===== config.mk =====
export PLATFORM = sky130hd
export DESIGN_NAME = move_seq_player
export DESIGN_NICKNAME = d
export VERILOG_FILES = /design/src/rtl/move_seq_player.sv
export SDC_FILE = /design/constraint.sdc
export NUM_CORES = 1
export LEC_CHECK = 0
export CAP_MARGIN = 40
export CORE_MARGIN = 3
export CORE_UTILIZATION = 50
export CTS_CLUSTER_DIAMETER = 200
export CTS_CLUSTER_SIZE = 8
export DETAILED_ROUTE_END_ITERATION = 10
export DONT_BUFFER_PORTS = 1
export GPL_TIMING_DRIVEN = 0
export PLACE_DENSITY = 0.77
export SKIP_LAST_GASP = 1
export SLEW_MARGIN = 20
export SYNTH_ARGS = -nofsm -noshare
export SYNTH_HDL_FRONTEND = slang
export SYNTH_SLANG_ARGS = --single-unit

===== constraint.sdc =====
create_clock -name clk -period 2.6 [get_ports clk]
set_input_delay 0.52 -clock clk [delete_from_list [all_inputs] [get_ports clk]]
set_output_delay 0.52 -clock clk [all_outputs]
set_load 0.01 [all_outputs]

===== src/rtl/move_seq_player.sv =====
// move_seq_player: samples packed 4-move sequences into a move FIFO, issues one move per handshake,
// and feeds the reverse of the last accepted move back to the generator.
module move_seq_player #(
  parameter int DEPTH = 16,
  parameter int CW = $clog2(DEPTH) + 1
) (
  input  logic          clk,
  input  logic          rst,
  input  logic          en,
  input  logic          flush,
  input  logic [7:0]    seq_in,
  output logic          seq_take,
  output logic [1:0]    restrected,
  output logic [1:0]    move_out,
  output logic          move_valid,
  input  logic          move_ready,
  output logic [CW-1:0] count,
  output logic [15:0]   issued
);
  localparam int AW = $clog2(DEPTH);
  logic [1:0] mem [DEPTH];
  logic [AW-1:0] wr_ptr, rd_ptr;
  logic pop;
  assign move_valid = count != '0;
  assign pop = move_valid && move_ready;
  // free-space check ignores a same-cycle pop, so four slots must already be free
  assign seq_take = en && !flush && (count <= CW'(DEPTH - 4));
  assign move_out = mem[rd_ptr];
  always_ff @(posedge clk)
    if (seq_take)
      for (int i = 0; i < 4; i++) mem[wr_ptr + AW'(i)] <= seq_in[7-2*i -: 2];
  always_ff @(posedge clk or posedge rst)
    if (rst) begin
      count <= '0;
      wr_ptr <= '0;
      rd_ptr <= '0;
      restrected <= 2'b00;
      issued <= '0;
    end else if (flush) begin
      count <= '0;
      wr_ptr <= '0;
      rd_ptr <= '0;
    end else begin
      count <= count + (seq_take ? CW'(4) : CW'(0)) - CW'(pop);
      if (seq_take) begin
        wr_ptr <= wr_ptr + AW'(4);
        restrected <= seq_in[1:0] ^ 2'b10;
      end
      if (pop) begin
        rd_ptr <= rd_ptr + AW'(1);
        issued <= issued + 16'd1;
      end
    end
endmodule

==> flow_summary.toml <==
[synth]
synth-async-reset-ratio_pct = 47.5
synthesis.area_um2 = 3080
ys.flop_type = "edfxtp_1"
avgSynthCellArea_um2 = 12.4
synthMuxAreaShare_pct = 6.58
synth.area.top_cells = "edfxtp_1, dfrtp_1, a21o_1, ha_1, xor2_1"
ys_seq_area_share_pct = 54.7
synth_fa_ha_area_share_pct = 5.52
synth-seq-cells = 61
synth_compound_area_share_pct = 13.2
syn_inst = 249
syn-num-nets = 275
synth_top_cell_area_share_pct = 31.2
synth_top_family_by_area = "compound AO/OA/AOI/OAI gates"
synth_edf_count = 32
yosysTopAreaCell = "edfxtp_1"
synth-simple-area-share_pct = 10.2
ys_warn_count = 0
synth_xor_area_share_pct = 5.97
ys_types = 40

[timing]
finalHoldViolCount = 0
setup-violations-final = 0
slew_headroom_pct = 52.6
finalCritPeriodShare_pct = 97.6
clock.fmax_mhz = 394
tightest_slew_ps = 710
finalWorstSetupSlack_ps = 63.4
fin_worst_skew_ps = 6.43
period_minus_slack_ps = 2540
final_max_slew_viol_count = 0
final.setup.tns_ps = 0

[layout]
final_cell_mix = "edfxtp_1, a21o_1, dfrtp_1"
final_area_um2 = 3460
syn_to_final_growth_pct = 12.1
nNetsFinal = 290
final_core_util_pct = 60.2
antennaDiodeCount = 0
final_layout_size_suffix_gt1_share_pct = 15.6
final_common_cell = "edfxtp_1"

[clocking]
clk_latency_ps = 330
htree_levels = 3
cts_root_buf = "clkbuf_8"
cts_tree = "yes"
cts_max_path_buffers = 2
clkTransAtPathRegs_ps = 70
cts_sinks = 61
numCtsBuffers = 9

[pwr]
power.density_nw_per_um2 = 919
vdd_drop_max_mv = 0.753
leakage_nw = 1.54
power_mw = 3.18

[critical_path]
startpoint_type = "flop"
cpMostUsedCell = "inv_1"
worstSetupPathType = "flop to flop"
path_cells = "or4_4 -> buf_8 -> o21ai_4 -> inv_1 -> ha_1 -> inv_1 -> ha_2 -> inv_1 -> fa_2 -> nor2_1"
arrival_ps = 2730
worst_path_largest_cell_delay_ps = 550
crit_fanout = 5
crit_path_end_kind = "flop"
cpMaxStageDelayCell = "or4_4"
required_ps = 2790

[drt]
wl_mm = 6.15
wl_per_cell_um = 18.0
remaining_drc_errors = 0
dr.pass1.iters = 5
viasPerCell = 5.73
vias = 1953
drt_iter0_markers = 92
ant_nets = 0

[place]
detailed_place.area_um2 = 3190
port_buffers = 0
dpl.hpwl_mm = 4.41
dp_slack_ps = -43.7
gp_congestion = 0.797

[floorplanning]
start_util_pct = 53.7
die_h_um = 84.5
dieArea_um2 = 7140
io_pins = 40
die_x_um = 84.5
core-area_um2 = 5740
rows = 27

[global_route]
grt-ovfl-total = 0
grt_max_degree = 18
antenna_found_initial = 0
grtUsageTotal_pct = 18.3
grt_pass1_wl_mm = 10.2
grt_pass1_vias = 2017

[min_path]
hold_path.class = "input port to async pin"

[outcome]
outcome = "finished clean"

[flow_run]
drv_cap = 0
==> power by group <==
| group | total (mW) | leakage (nW) | switching (mW) | internal (mW) |
|---|---|---|---|---|
| Sequential | 1.38 | 0.665 | 0.201 | 1.18 |
| Combinational | 1.01 | 0.788 | 0.505 | 0.501 |
| Clock | 0.791 | 0.0888 | 0.360 | 0.431 |
| Total | 3.18 | 1.54 | 1.07 | 2.11 |
==> routing by layer <==
| metal | share of wire, % | up-vias | track usage, % |
|---|---|---|---|
| li1 | - | 919 | - |
| met1 | 42 | 963 | 22.4 |
| met2 | 49 | 62 | 30.0 |
| met3 | 6.8 | 9 | 5.00 |
| met4 | 1.6 | 0 | 8.78 |
| met5 | 0 | - | 0 |
==> worst paths after layout <==
check,startpoint,end,slack (ps),depth (start not counted)
max reg2reg,count[4]$_DFF_PP0_,count[2]$_DFF_PP0_,60,10
max,count[4]$_DFF_PP0_,count[2]$_DFF_PP0_,60,10
min in group clk,flush,count[1]$_DFF_PP0_,250,1
min reg2reg,issued[15]$_DFFE_PP0P_,issued[15]$_DFFE_PP0P_,530,1
min,rst,issued[7]$_DFFE_PP0P_,180,1
max in group asynchronous,rst,count[2]$_DFF_PP0_,1850,2
==> final cells by class <==
type	count	area (µm²)
Inverter	17	63.8
Clock buffer	10	128
Sequential cell	61	1690
Tap cell	72	90.1
Multi-Input combinational cell	159	1330
Buffer	11	58.8
Timing Repair Buffer	5	45.0
Fill cell	454	2290
Clock inverter	6	53.8
==> flip-flops by register name, indices dropped and copies added, names as in the netlist <==
| register | count |
|---|---|
| count | 5 |
| issued | 16 |
| mem | 32 |
| rd_ptr | 4 |
| restrected | 2 |
| wr_ptr | 2 |
==> cell families after synthesis <==
| family | count (synthesis) |
|---|---|
| adder cells (fa/ha/maj) | 13 |
| buffers and inverters | 29 |
| AO/OA/AOI/OAI | 52 |
| AND/OR/NAND/NOR | 58 |
| flip-flops | 61 |
| multiplexers | 15 |
| XOR/XNOR | 21 |
==> stage by stage <==
stage	hold slack, ps	instances
6_report	185	341
3_3_place_gp	521	321
5_1_grt	224	341
2_1_floorplan	504	249
3_5_place_dp	523	322
4_1_cts	198	338
==> critical path, delay by kind of cell, from the launching register on <==
family | cells | cell delay [ps]
compound gates | 1 | 170
fa+ha+maj | 3 | 880
buf+inv | 4 | 320
flops | 1 | 440
simple gates | 2 | 600
==> synthesized netlist by cell type (5+ instances only) <==
cell type,instances
and2_1,13
a21boi_1,6
clkbuf_1,7
o21ai_0,5
nor3_1,5
ha_1,12
xnor2_1,5
nor2_1,14
a21o_1,25
edfxtp_1,32
inv_1,17
dfrtp_1,29
nand3_1,5
nand2_1,8
mux2i_1,9
xor2_1,16
==> repair_timing <==
| action | in CTS | in global routing |
|---|---|---|
| pin swaps | 0 | 3 |
| hold buffers | 0 | 0 |
| setup endpoints to repair | 2 | 5 |
| cloned | 0 | 0 |
| setup buffers | 0 | 4 |
| gates resized for setup | 5 | 12 |
Note: power is estimated with default switching activity, not from simulation.
